===== config.mk =====
export PLATFORM = sky130hd
export DESIGN_NAME = elink_frame_writer
export DESIGN_NICKNAME = d
export VERILOG_FILES = /design/src/rtl/mopshub_elink_pkg.sv /design/src/rtl/elink_crc8.sv /design/src/rtl/elink_frame_writer.sv
export SDC_FILE = /design/constraint.sdc
export NUM_CORES = 1
export LEC_CHECK = 0
export ABC_CLOCK_PERIOD_IN_PS = 1950
export BUFFER_PORTS_ARGS = -buffer_cell sky130_fd_sc_hd__buf_2
export CAP_MARGIN = 10
export CORE_MARGIN = 2
export CORE_UTILIZATION = 49
export CTS_CLUSTER_DIAMETER = 30
export DETAILED_ROUTE_END_ITERATION = 7
export PLACE_DENSITY_LB_ADDON = 0.25
export SYNTH_ARGS = -nofsm -noshare
export SYNTH_HDL_FRONTEND = slang
export SYNTH_SLANG_ARGS = --single-unit

===== constraint.sdc =====
create_clock -name clk -period 1.95 [get_ports clk]
set_clock_uncertainty 0.05 [all_clocks]
set_input_delay 0.2925 -clock clk [delete_from_list [all_inputs] [get_ports clk]]
set_output_delay 0.2925 -clock clk [all_outputs]
set_load 0.01 [all_outputs]

===== src/rtl/mopshub_elink_pkg.sv =====
// ============================================================================
// Module : mopshub_elink_pkg
// Brief  : Shared types and constants for the MOPS-Hub e-link frame path.
// Rev    : 1.0  initial release
// ============================================================================
`default_nettype none

package mopshub_elink_pkg;

    localparam logic [7:0] C_SOP_CHAR_DEF = 8'h3C;  // K28.1
    localparam logic [7:0] C_EOP_CHAR_DEF = 8'hDC;  // K28.6
    localparam logic [7:0] CRC8_POLY      = 8'h07;

    typedef enum logic [2:0] {
        ST_IDLE    = 3'd0,
        ST_SOP     = 3'd1,
        ST_PAYLOAD = 3'd2,
        ST_CRC     = 3'd3,
        ST_EOP     = 3'd4,
        ST_DONE    = 3'd5
    } elink_wr_state_t;

    function automatic int calc_nbytes(input int width);
        return (width + 7) / 8;
    endfunction

endpackage

`default_nettype wire


===== src/rtl/elink_crc8.sv =====
// ============================================================================
// Module : elink_crc8
// Brief  : Combinational CRC-8 byte update (poly 0x07, MSB first, no reflect).
// Rev    : 1.0  initial release
// ============================================================================
`default_nettype none

module elink_crc8
    import mopshub_elink_pkg::*;
(
    input  logic [7:0] i_crc,
    input  logic [7:0] i_byte,
    output logic [7:0] o_crc_next
);

    logic [7:0] w_crc;

    always_comb begin
        w_crc = i_crc ^ i_byte;
        for (int i = 0; i < 8; i++) begin
            w_crc = w_crc[7] ? ((w_crc << 1) ^ CRC8_POLY) : (w_crc << 1);
        end
        o_crc_next = w_crc;
    end

endmodule

`default_nettype wire


===== src/rtl/elink_frame_writer.sv =====
// ============================================================================
// Module : elink_frame_writer
// Brief  : Frames one core message as SOP / payload / [CRC-8] / EOP bytes.
//          Optional CRC byte enabled by defining ELINK_WRITER_CRC_EN.
// Rev    : 1.0  initial release
// ============================================================================
`default_nettype none

module elink_frame_writer
    import mopshub_elink_pkg::*;
#(
    parameter int         PAYLOAD_W = 76,
    parameter logic [7:0] SOP_CHAR  = C_SOP_CHAR_DEF,
    parameter logic [7:0] EOP_CHAR  = C_EOP_CHAR_DEF
) (
    input  logic                 clk,
    input  logic                 rst,
    input  logic [PAYLOAD_W-1:0] data_rec_uplink,
    input  logic                 send_mes_elink,
    output logic                 start_write_elink,
    output logic                 end_write_elink,
    output logic                 busy,
    output logic [7:0]           tx_data,
    output logic                 tx_k,
    output logic                 tx_valid,
    input  logic                 tx_ready,
    output logic [15:0]          frame_cnt
);

    localparam int         NBYTES     = calc_nbytes(PAYLOAD_W);
    localparam int         SHIFT_W    = 8 * NBYTES;
    localparam logic [3:0] C_LAST_IDX = 4'(NBYTES - 1);

    elink_wr_state_t    r_state;
    elink_wr_state_t    w_state_nxt;
    logic [SHIFT_W-1:0] r_shift;
    logic [SHIFT_W-1:0] w_shift_nxt;
    logic [SHIFT_W-1:0] w_pad;
    logic [3:0]         r_idx;
    logic [3:0]         w_idx_nxt;
    logic [7:0]         r_tx_data;
    logic [7:0]         w_tx_data_nxt;
    logic               r_tx_k;
    logic               w_tx_k_nxt;
    logic               r_tx_valid;
    logic               w_tx_valid_nxt;
    logic               r_start;
    logic               r_end;
    logic               r_busy;
    logic               w_busy_nxt;
    logic [15:0]        r_frame_cnt;
    logic               w_acc;
    logic               w_capture;
    logic               w_pay_acc;
    logic               w_last;

    assign w_acc     = r_tx_valid & tx_ready;
    assign w_capture = (r_state == ST_IDLE) & send_mes_elink;
    assign w_pay_acc = (r_state == ST_PAYLOAD) & w_acc;
    assign w_last    = (r_idx == C_LAST_IDX);

    always_comb begin
        w_pad                  = '0;
        w_pad[PAYLOAD_W-1:0]   = data_rec_uplink;
    end

`ifdef ELINK_WRITER_CRC_EN
    logic [7:0] r_crc;
    logic [7:0] w_crc_upd;
    logic [7:0] w_crc_nxt;

    // The byte on the bus is the one being accepted, so it feeds the CRC.
    elink_crc8 u_crc8 (
        .i_crc      (r_crc),
        .i_byte     (r_tx_data),
        .o_crc_next (w_crc_upd)
    );

    always_comb begin
        w_crc_nxt = r_crc;
        if (w_capture) begin
            w_crc_nxt = 8'h00;
        end else if (w_pay_acc) begin
            w_crc_nxt = w_crc_upd;
        end
    end

    always_ff @(posedge clk or negedge rst) begin
        if (!rst) begin
            r_crc <= 8'h00;
        end else begin
            r_crc <= w_crc_nxt;
        end
    end
`endif

    always_comb begin
        w_shift_nxt = r_shift;
        w_idx_nxt   = r_idx;
        if (w_capture) begin
            w_shift_nxt = w_pad;
            w_idx_nxt   = 4'd0;
        end else if (w_pay_acc) begin
            w_shift_nxt = r_shift << 8;
            w_idx_nxt   = r_idx + 4'd1;
        end
    end

    // State register
    always_ff @(posedge clk or negedge rst) begin
        if (!rst) begin
            r_state <= ST_IDLE;
        end else begin
            r_state <= w_state_nxt;
        end
    end

    // Next-state logic
    always_comb begin
        w_state_nxt = r_state;
        case (r_state)
            ST_IDLE:    if (send_mes_elink) w_state_nxt = ST_SOP;
            ST_SOP:     if (w_acc) w_state_nxt = ST_PAYLOAD;
`ifdef ELINK_WRITER_CRC_EN
            ST_PAYLOAD: if (w_acc && w_last) w_state_nxt = ST_CRC;
            ST_CRC:     if (w_acc) w_state_nxt = ST_EOP;
`else
            ST_PAYLOAD: if (w_acc && w_last) w_state_nxt = ST_EOP;
`endif
            ST_EOP:     if (w_acc) w_state_nxt = ST_DONE;
            ST_DONE:    w_state_nxt = ST_IDLE;
            default:    w_state_nxt = ST_IDLE;
        endcase
    end

    // Output logic: derived from the next state so the registered byte
    // appears together with the state that owns it and holds while stalled.
    always_comb begin
        w_tx_valid_nxt = 1'b0;
        w_tx_k_nxt     = 1'b0;
        w_tx_data_nxt  = 8'h00;
        case (w_state_nxt)
            ST_SOP: begin
                w_tx_valid_nxt = 1'b1;
                w_tx_k_nxt     = 1'b1;
                w_tx_data_nxt  = SOP_CHAR;
            end
            ST_PAYLOAD: begin
                w_tx_valid_nxt = 1'b1;
                w_tx_data_nxt  = w_shift_nxt[SHIFT_W-1 -: 8];
            end
`ifdef ELINK_WRITER_CRC_EN
            ST_CRC: begin
                w_tx_valid_nxt = 1'b1;
                w_tx_data_nxt  = w_crc_nxt;
            end
`endif
            ST_EOP: begin
                w_tx_valid_nxt = 1'b1;
                w_tx_k_nxt     = 1'b1;
                w_tx_data_nxt  = EOP_CHAR;
            end
            default: begin
                w_tx_valid_nxt = 1'b0;
            end
        endcase
        // DONE extends busy over the end_write_elink cycle that follows it.
        w_busy_nxt = (w_state_nxt != ST_IDLE) || (r_state == ST_DONE);
    end

    always_ff @(posedge clk or negedge rst) begin
        if (!rst) begin
            r_shift     <= '0;
            r_idx       <= 4'd0;
            r_tx_data   <= 8'h00;
            r_tx_k      <= 1'b0;
            r_tx_valid  <= 1'b0;
            r_start     <= 1'b0;
            r_end       <= 1'b0;
            r_busy      <= 1'b0;
            r_frame_cnt <= 16'd0;
        end else begin
            r_shift    <= w_shift_nxt;
            r_idx      <= w_idx_nxt;
            r_tx_data  <= w_tx_data_nxt;
            r_tx_k     <= w_tx_k_nxt;
            r_tx_valid <= w_tx_valid_nxt;
            r_start    <= w_capture;
            r_end      <= (r_state == ST_DONE);
            r_busy     <= w_busy_nxt;
            if (r_state == ST_DONE) begin
                r_frame_cnt <= r_frame_cnt + 16'd1;
            end
        end
    end

    assign start_write_elink = r_start;
    assign end_write_elink   = r_end;
    assign busy              = r_busy;
    assign tx_data           = r_tx_data;
    assign tx_k              = r_tx_k;
    assign tx_valid          = r_tx_valid;
    assign frame_cnt         = r_frame_cnt;

endmodule

`default_nettype wire

# Word level (Yosys, flattened, before mapping)
# Index checks and enable logic that the tools add are counted.
[op_classes] bitwise_logic=3 n_reduce_logical=7 mux=12 add_sub_neg=2 n_eq_ne=8
[ops] operator="80-bit 2-to-1 mux" n=2
[ops] operator="8-bit one-hot mux with 3 select lines" n=1
[ops] operator="16-bit by 1-bit adder with 16-bit output, second input constant" n=1
[ops] operator="3-bit 2-to-1 mux" n=4
[ops] operator="3-bit one-hot mux with 4 select lines" n=1
[ops] operator="3-bit equality test, second input constant" n=3
[ops] operator="4-bit 2-to-1 mux" n=2
[ops] operator="3-bit by 1-bit equality test with 1-bit output, second input constant" n=2
[ops] operator="3-bit by 2-bit equality test with 1-bit output, second input constant" n=2
[ops] operator="4-bit by 1-bit adder with 4-bit output, second input constant" n=1
[ops] operator="4-bit equality test, second input constant" n=1
[ops] operator="1-bit bitwise AND" n=3
[ops] operator="3-bit logical NOT" n=1
[ops] operator="3-bit nonzero test" n=1
[ops] operator="3-bit OR reduction" n=1
[ops] operator="1-bit 2-to-1 mux" n=2
[ops] operator="2-bit nonzero test" n=1
[ops] operator="2-bit OR reduction" n=1
[ops] operator="1-bit logical AND" n=1
[ops] operator="1-bit logical OR" n=1
[totals] word_cells=43 register_bits=116 output_inout_bits=29 input_bits=80

# Longest topological paths before layout
# Gate-level depths: netlist of run 1.
[depth] ltp_word=7 ltp_mapped=9 mapped_depth_nobuf=6

# Worst setup path before layout of run 1
# Ideal clock, no wire load.
[synth_path] path_type="register to register" startpoint="register r_state[0]" endpoint="register r_tx_data[6] (netlist: tx_data[6])" required_time_ns=1.773 synth_period_minus_slack_ns=1.789 setup_time_ns=0.127 t_arrival_ns=1.612 slack_ns=0.161 path_stages_with_launch=7 path_buffers=2 cell_sequence="dfrtp_1 buf_6 or4b_4 buf_6 o211ai_1 a22oi_1 or2_2"
[synth_via] elab_chain_len=5 elab_cells_between_ends=17 classes_between="6 x eq/ne; 8 x mux; 2 x bitwise; 1 x reduce/logical"
[synth_rtl] element="from (decl)" line_no="elink_frame_writer.sv:34" source="elink_wr_state_t r_state;"
[synth_rtl] element="from (signal assigned)" line_no="elink_frame_writer.sv:114" source="r_state <= w_state_nxt;"
[synth_rtl] element="branches (longest 4 deep; another with 3-bit one-hot mux with 4 select lines)"
[synth_rtl] element="8-bit one-hot mux with 3 select lines *" line_no="elink_frame_writer.sv:142" source="case (w_state_nxt)"
[synth_rtl] element="named net w_tx_data_nxt[6]" line_no="elink_frame_writer.sv:42" source="logic [7:0] w_tx_data_nxt;"
[synth_rtl] element="to (signal assigned)" line_no="elink_frame_writer.sv:185" source="r_tx_data <= w_tx_data_nxt;"
[synth_rtl] element="to (decl)" line_no="elink_frame_writer.sv:41" source="logic [7:0] r_tx_data;"
# Mark *: on every way through the listed nets, which the timed path passes. The select of a mux whose other input is x is not followed.
# A chain may end at the register's enable or synchronous reset.

# Final worst setup path of run 1
[layout_path] startpoint="register r_state[2]" endpoint="register r_tx_data[4] (netlist: tx_data[4])"
# The elaborated chain is that of the path after synthesis.

==> metrics.cfg, run 1 <==
[status]
status=completed

[sta]
finalCritPeriodShare_pct=94.7
rsz0062_at_grt=no
min_period_ns=1.85
max_freq_mhz=542
setup_viol=0
slew_headroom_pct=67.4
slew_viol_final=0
tns_ns=0
worstMarginPinSlew_ns=0.489
setup_slack_ns=0.103
hold_viol=0

[finish]
fillCellCount=686
n_antenna_cell=0
syn_to_final_growth_pct=41.7
finalNetCount=769
final_area_um2=7120
finish.utilization_pct=72.2
stdcell_count=831
drive_above_1_share_pct=24.5
seq_area_um2=2900
multi_input_area_um2=1910

[clock_tree]
numCtsBuffers=17
worstSkewPairLatency_ns=0.52
clock-sinks=116
cts_tree=built
clockBufferDepth=2
cts-root-buf=clkbuf_8
htreeDepth=4
clk_transition_reported_paths_ns=0.06

[placement]
portBuffers=108
dpl_cell_area_um2=5760
dpl_worst_slack_ns=0.0943
dp_cells=727
gp_congestion=0.848
dpl.hpwl_mm=8.07

[worst_setup_path]
cp_max_fo=29
cp-end-kind=flop
crit_chain=or4b_4 -> buf_6 -> nand2_1 -> mux2_2 -> o211ai_1
crit_path_top_delay_cell=or4b_4
crit_type=flop to flop
crit_path_start_kind=flop
slowest_delay_ns=0.60
arrival_ns=2.17
cp.required_ns=2.27

[global_route]
overflow=0
grtUsageTotal_pct=25.9
grt_pass1_wl_mm=22.4
grt_max_degree=74
grt_pass1_vias=4541
grt_antenna_before_repair=0

[logic_synthesis]
synth_commonest_cells=154 x nand2_1, 116 x dfrtp_1, 58 x a22oi_1
ys.flop_type=dfrtp_1
synth_most_common_cell=nand2_1
netlist_instances=503
synth_area_leaders=dfrtp_1 58%, nand2_1 12%, a22oi_1 8.7%
yosysSeqAreaShare_pct=57.8
syn_nets=586
avgSynthCellArea_um2=9.99
yosys.area.top_type=dfrtp_1
syn_area_um2=5030
synth_top_cell_area_share_pct=57.8
synth_edf_count=0
yosysUniqueCellTypes=46
ys_warn_count=0
synth_seq_cells=116
async_flop_share_pct=100

[floorplanning]
io_pins=109
dieArea_um2=11100
die_w_um=105
start_util_pct=51.0
core_area_um2=9860
rows=36
fp.dieH_um=105

[routing]
wl_met3_um=764
drt_iter0_drc=305
vias_per_cell=5.43
wl_per_cell_um=16.3
ant_nets=0
dr.pass1.iters=7
drc=0
wl_met1_mm=5.79
wl_mm=13.5
dr.max_layer_used=met4
wl_met2_mm=6.69
vias=4513

[worst_hold_path]
min_path_type=primary input to flop

[pwr]
p_comb_share_pct=28.9
powerDensity_nw_per_um2=1400
ir_worst_vdd_uv=1140
swShare_pct=33.2
leakage_nw=3.54
internal_power_mw=6.68
clkPwrFrac_pct=31.8
pwr-share-seq_pct=39.3
p_sw_mw=3.31

[job]
max_cap_viol_count=0

==> stage by stage <==
stage          total power [mW]  hold WS, ns
2_1_floorplan              5.66      -0.0531
3_3_place_gp               6.44        0.241
3_5_place_dp               6.56        0.245
4_1_cts                    9.89      0.00445
5_1_grt                    10.6       0.0429
6_report                   9.99       0.0282
==> layout by cell type, fill, tap and decap left out, types with 6 or more instances in the layout <==
cell type,netlist,final
nand2_1,154,154
dfrtp_1,116,116
buf_2,8,107
dlygate4sd3_1,0,71
a22oi_1,58,58
nor2_1,17,17
clkbuf_16,0,17
xnor2_1,13,13
o21ai_0,12,12
inv_1,11,11
nand3_1,10,10
buf_4,2,10
a31oi_1,9,9
nand2b_1,6,6
clkinv_2,0,6
==> per-layer routing <==
metal | GRT usage [%] | vias to the layer above
met5 | 0 | -
met4 | 11.5 | 0
met3 | 6.31 | 29
met2 | 41.4 | 175
met1 | 33.5 | 2215
li1 | - | 2094
==> cells by family after synthesis <==
family	Yosys count	synth area share [%]
AOI/OAI and AO/OA	104	14.7
xor gates and xnor gates	18	3.14
adders and majority gates	3	0.747
buffers and inverters	45	4.56
DFF	116	57.8
muxes	5	1.10
and+or+nand+nor	212	18.0
==> flip-flops by register name, summed over array words and instances (netlist names), 3 cells and up <==
signal / cells
r_shift: 80
r_idx: 4
tx_data: 8
r_state: 3
frame_cnt: 16
==> layout make-up <==
type	count	share of cell area, %
clock buffers	20	6.25
clock inverters	11	2.21
well taps	133	2.34
repair buffers	196	20.9
inverters	13	0.808
multi-input cells	342	26.8
flip-flops and latches	116	40.8
==> power groups by stage <==
stage,sequential [mW],combinational [mW],clock [mW]
after floorplan,3.78,1.88,0
after global placement,3.90,2.55,0
after detailed placement,3.90,2.65,0
after CTS,3.90,2.77,3.23
after global routing,4.02,3.24,3.35
final,3.92,2.89,3.18
==> repair_timing <==
item | 4_1_cts | 5_1_grt
setup endpoints to repair | 0 | 11
hold buffers | 71 | 0
endpoints found under the hold margin | 101 | 0
buffers inserted | 0 | 1
gates resized for setup | 0 | 4
==> worst max-delay path, delay by kind of cell, from the launching register on <==
kind            cells  cell delay [ns]
simple gates        2             0.70
buf+inv             1             0.22
compound gates      1             0.09
flops               1             0.47
mux                 1             0.16
==> path summary, 6_finish.rpt <==
kind,endpoint,start,depth (start not counted),slack (ns)
setup / recovery,tx_data[4],r_state[2],5,0.10
hold / removal,r_shift[37],data_rec_uplink[37],3,0.03
setup reg to reg,tx_data[4],r_state[2],5,0.10
hold reg to reg,frame_cnt[15],frame_cnt[15],1,0.42
max in group asynchronous,r_shift[54],rst,3,1.07
min in group asynchronous,tx_valid,rst,2,0.23
(Power assumes the default switching activity.)
==> run 2, diff against run 1 <==
- CORE_ASPECT_RATIO: unset -> 0.75
==> run 2 against run 1 <==
  * Sequential cell count unchanged
  * Maximum frequency increased by 1.7%
  * Cell area down 11%
  * Sequential share of layout area grew 4.9 points
  * Die area about the same
  * Register-to-register slack better by 0.03 ns
  * Non-clock buffer count down 66
  * Routed wire length shrank 8.9%
  * Clock power down 10%
  * Core utilization fell by 7.4 points
  * Critical path depth down 1
  * Highest routed layer unchanged
==> metrics.cfg, run 2 (synthesis gave the netlist of run 1 again) <==
[floorplanning]
io_pins=109
rows=31
die_w_um=121
dieArea_um2=11100
start_util_pct=51.2
fp.dieH_um=91.7
core_area_um2=9810

[global_route]
grt_antenna_before_repair=0
overflow=0
grt_max_degree=45
grt_pass1_vias=4088
grt_pass1_wl_mm=20.7
grtUsageTotal_pct=24.2

[worst_setup_path]
crit_type=flop to flop
critical_path.endpoint=tx_data[2]
reg2reg_from=r_state[2]
cp_max_fo=6
cp.required_ns=2.21
arrival_ns=2.08
rrSetupSlack_ns=0.13
reg2regPathDepth=4
worstSetupStartpoint=r_state[2]
cp-end-kind=flop
reg2reg_to=tx_data[2]
crit_path_start_kind=flop

[placement]
portBuffers=108
gp_congestion=0.869
dpl.hpwl_mm=8.51

[clock_tree]
clockBufferDepth=2
numCtsBuffers=17
cts_tree=built
worstSkewPairLatency_ns=0.41
clk_transition_reported_paths_ns=0.05
clock-sinks=116
htreeDepth=4
cts-root-buf=clkbuf_16

[sta]
tns_ns=0
hold_viol=0
finalCritPeriodShare_pct=93.1
min_period_ns=1.82
rsz0062_at_grt=no
worstMarginPinSlew_ns=0.499
setup_viol=0
max_freq_mhz=551
slew_headroom_pct=66.7
slew_viol_final=0

[finish]
finalNetCount=703
n_antenna_cell=0
most-common-layout-cells=153 x nand2_1, 116 x dfrtp_1, 107 x buf_2
largest_reg_flops=80
drive_above_1_share_pct=27.2
syn_to_final_growth_pct=26.6
mostFrequentLayoutCell=nand2_1
fillCellCount=778
largest_register=r_shift

[routing]
drt_iter0_drc=457
wl_per_cell_um=16.1
drc=0
vias=4164
dr.pass1.iters=7
vias_per_cell=5.44
wl_mm=12.3
ant_nets=0

[pwr]
powerDensity_nw_per_um2=1490
finalPower_mw=9.48
leakage_nw=3.22
ir_worst_vdd_uv=701

[job]
max_cap_viol_count=0

[worst_hold_path]
min_path_type=primary input to flop

[status]
status=completed

==> run 2: worst min path at each step <==
stage,slack [ns],to,depth (start not counted),start
6_report,0.04,r_shift[3],3,data_rec_uplink[3]
5_1_grt,0.06,r_shift[1],3,data_rec_uplink[1]
4_1_cts,0.03,r_shift[3],3,data_rec_uplink[3]
3_5_place_dp,0.24,r_shift[3],1,rst
3_3_place_gp,0.24,r_shift[3],1,rst
2_1_floorplan,-0.05,busy,0,rst
==> run 2: where the power goes <==
| part | total [mW] | internal [mW] | switching (mW) |
|---|---|---|---|
| clock | 2.85 | 1.85 | 0.995 |
| sequential | 3.91 | 3.35 | 0.559 |
| combinational | 2.72 | 1.11 | 1.61 |
==> run 2: cell type report <==
type	instances	area, µm²	share of cell area, %
clock buffer	29	541	8.50
clock inverter	3	15.0	0.236
inverter	13	53.8	0.846
multi-input combinational	342	1910	30.0
sequential	116	2900	45.6
tap	132	165	2.60
timing repair buffer	130	773	12.2
==> run 2: worst max-delay path: stages (launching register included) <==
cell	delay, ns
dfrtp_1	0.43
or4b_4	0.58
o21ai_1	0.24
o221ai_1	0.22
o211ai_1	0.21
==> run 2: repair_timing <==
| action | 4_1_cts | 5_1_grt |
|---|---|---|
| endpoints found under the setup margin | 0 | 6 |
| hold buffers | 1 | 0 |
| setup buffers | 0 | 1 |
| resized for setup | 0 | 2 |
| endpoints found under the hold margin | 33 | 0 |
==> run 2: metrics by stage <==
step	hold WS, ns	setup slack [ns]	utilization [%]	instances	area [µm²]
after detailed placement	0.238	0.124	58.9	731	5780
after global routing	0.0556	0.0367	64.8	765	6360
after global placement	0.238	0.182	58.9	731	5780
after floorplan	-0.0531	0.161	-	503	5030
final	0.0423	0.134	64.8	765	6360
after CTS	0.0313	0.0582	64.7	764	6350
==> run 2: metal layers <==
layer | GRT usage, % | part of all wire (%) | up-vias
met2 | 35.2 | 46 | 140
met5 | 0 | 0 | -
li1 | - | - | 1960
met1 | 35.5 | 46 | 2046
met3 | 6.53 | 5.9 | 18
met4 | 7.75 | 1.6 | 0
==> run 3, diff against run 2 <==
- BUFFER_PORTS_ARGS: -buffer_cell sky130_fd_sc_hd__buf_2 -> unset
- CORE_UTILIZATION: 49 -> 57
- DONT_BUFFER_PORTS: unset -> 1
==> run 3 against run 2 <==
  * The flow now finishes with violations (negative hold slack)
  * Global-route usage grew 3.8 points
  * Combinational power up 3%
  * Cell count down 9.5%
  * Register-to-register slack worse by 0.06 ns
  * Sequential power is 2% higher
  * Sequential share of layout area fell by 0.41 points
  * Core utilization increased by 10 points
  * Largest power group unchanged
  * Worst setup slack got worse by 0.063 ns
  * Largest cell class unchanged
==> metrics.cfg, run 3 (synthesis gave the netlist of run 1 again) <==
[status]
status=finished with violations
violations=negative hold slack

[floorplanning]
die_w_um=112
dieArea_um2=9590
start_util_pct=58.9
core_area_um2=8530
io_pins=109
rows=29
fp.dieH_um=85.3

[finish]
syn_to_final_growth_pct=27.7
stdcell_count=692
finish.utilization_pct=75.3
finalNetCount=656
largest_reg_flops=80
n_antenna_cell=0
mostFrequentLayoutCell=nand2_1
most-common-layout-cells=153 x nand2_1, 116 x dfrtp_1, 60 x dlygate4sd3_1
fillCellCount=534
largest_register=r_shift
drive_above_1_share_pct=11.6

[global_route]
grt_max_degree=117
grt_antenna_before_repair=0
grt_pass1_wl_mm=20.6
grt_pass1_vias=4058
grtUsageTotal_pct=28.1
overflow=0

[clock_tree]
clock-sinks=116
numCtsBuffers=17
cts_tree=built
htreeDepth=4
postCtsHoldBufs=60
clockBufferDepth=2
worstSkewPairLatency_ns=0.41
cts-root-buf=clkbuf_16
clk_transition_reported_paths_ns=0.05

[placement]
dpl.hpwl_mm=7.57
portBuffers=0
dp_cells=596
gp_congestion=0.838

[worst_setup_path]
rrSetupSlack_ns=0.07
arrival_ns=2.09
reg2regPathDepth=6
cp-end-kind=flop
crit_path_top_delay_cell=or4b_4
reg2reg_to=tx_data[3]
worst-path-buf-inv=2
reg2reg_from=r_state[0]
critical_path.endpoint=tx_data[3]
cp_max_fo=36
crit_type=flop to flop
critical-path-top-delay-family=simple AND/OR/NAND/NOR gates
worstSetupStartpoint=r_state[0]
slowest_delay_ns=0.62
crit_path_start_kind=flop
crit_chain=or4b_4 -> clkinv_4 -> buf_16 -> nand2b_1 -> o221ai_1 -> o211ai_1
worst-path-stages=6
cp.required_ns=2.16

[routing]
wl_per_cell_um=19.4
vias_per_cell=6.00
drc=0
drt_iter0_drc=429
wl_mm=13.4
ant_nets=0
dr.pass1.iters=5
vias=4150

[pwr]
ir_worst_vdd_uv=940
p_comb_share_pct=28.9
finalPower_mw=9.64
pwr-share-seq_pct=41.3
internal_power_mw=6.35
leakage_nw=3.03
clkPwrFrac_pct=29.8
swShare_pct=34.2
p_sw_mw=3.29
powerDensity_nw_per_um2=1500

[worst_hold_path]
min_path_type=primary input to asynchronous set/reset pin

[sta]
holdWs_ns=-0.468
finalCritPeriodShare_pct=96.3
slew_viol_final=0
max_freq_mhz=532
rsz0062_at_grt=no
setup_viol=0
worstMarginPinSlew_ns=0.906
tns_ns=0
min_period_ns=1.88
hold_viol=116
slew_headroom_pct=39.6

[job]
max_cap_viol_count=0

## run 3: cell types whose count changed in the layout (fill, tap and decap cells not counted), moves of 2 or more
| cell | before | now |
|---|---|---|
| dlygate4sd3_1 | 1 | 60 |
| clkbuf_8 | 7 | 4 |
| clkbuf_16 | 17 | 19 |
| o22ai_1 | 2 | 0 |
| buf_12 | 5 | 2 |
| o22ai_2 | 0 | 2 |
| buf_2 | 107 | 0 |
## run 3: routing by layer
layer / vias to the layer above / GRT usage [%] / part of all wire, % / routed length [µm]
met2: 198 / 43.6 / 47 / 6360
met5: - / 0 / 0 / 0
met4: 0 / 10.8 / 2.7 / 364
li1: 1868 / - / - / -
met3: 38 / 9.00 / 7.8 / 1040
met1: 2046 / 37.3 / 42 / 5670
## run 3: timing repair
item                                   4_1_cts  5_1_grt
gates resized for setup                      0        6
pin swaps                                    2        2
endpoints found under the hold margin      176      116
buffers inserted                             0        3
setup endpoints to repair                    4       40
cloned                                       0        3
## run 3: metrics by stage
stage | instance area, µm² | setup slack [ns]
floorplan | 5030 | 0.161
global placement | 5160 | 0.0363
detailed placement | 5160 | -0.00590
CTS | 6310 | 0.0130
global route | 6420 | 0.00279
finish | 6420 | 0.0718
## run 3: final cells by class
cell class	count	area [µm²]	share of cell area, %
flip-flops and latches	116	2900	45.2
multi-input cells	343	1940	30.2
repair buffers	82	846	13.2
clock buffers	25	495	7.72
well taps	108	135	2.11
inverters	13	53.8	0.838
clock inverters	5	50.0	0.780
## run 3: how the worst min path moves through the flow
| stage | from | end | slack [ns] |
|---|---|---|---|
| floorplan | rst | busy | -0.05 |
| global placement | rst | tx_data[0] | -0.05 |
| detailed placement | rst | tx_data[0] | -0.05 |
| CTS | rst | tx_valid | -0.48 |
| global route | rst | tx_valid | -0.49 |
| finish | rst | r_shift[5] | -0.47 |
## run 3: power groups by stage
stage / combinational, mW / sequential, mW / clock [mW]
2_1_floorplan: 1.88 / 3.78 / 0
3_5_place_dp: 2.42 / 3.94 / 0
6_report: 2.79 / 3.98 / 2.88
3_3_place_gp: 2.32 / 3.93 / 0
4_1_cts: 2.55 / 3.94 / 2.90
5_1_grt: 3.12 / 4.06 / 3.03
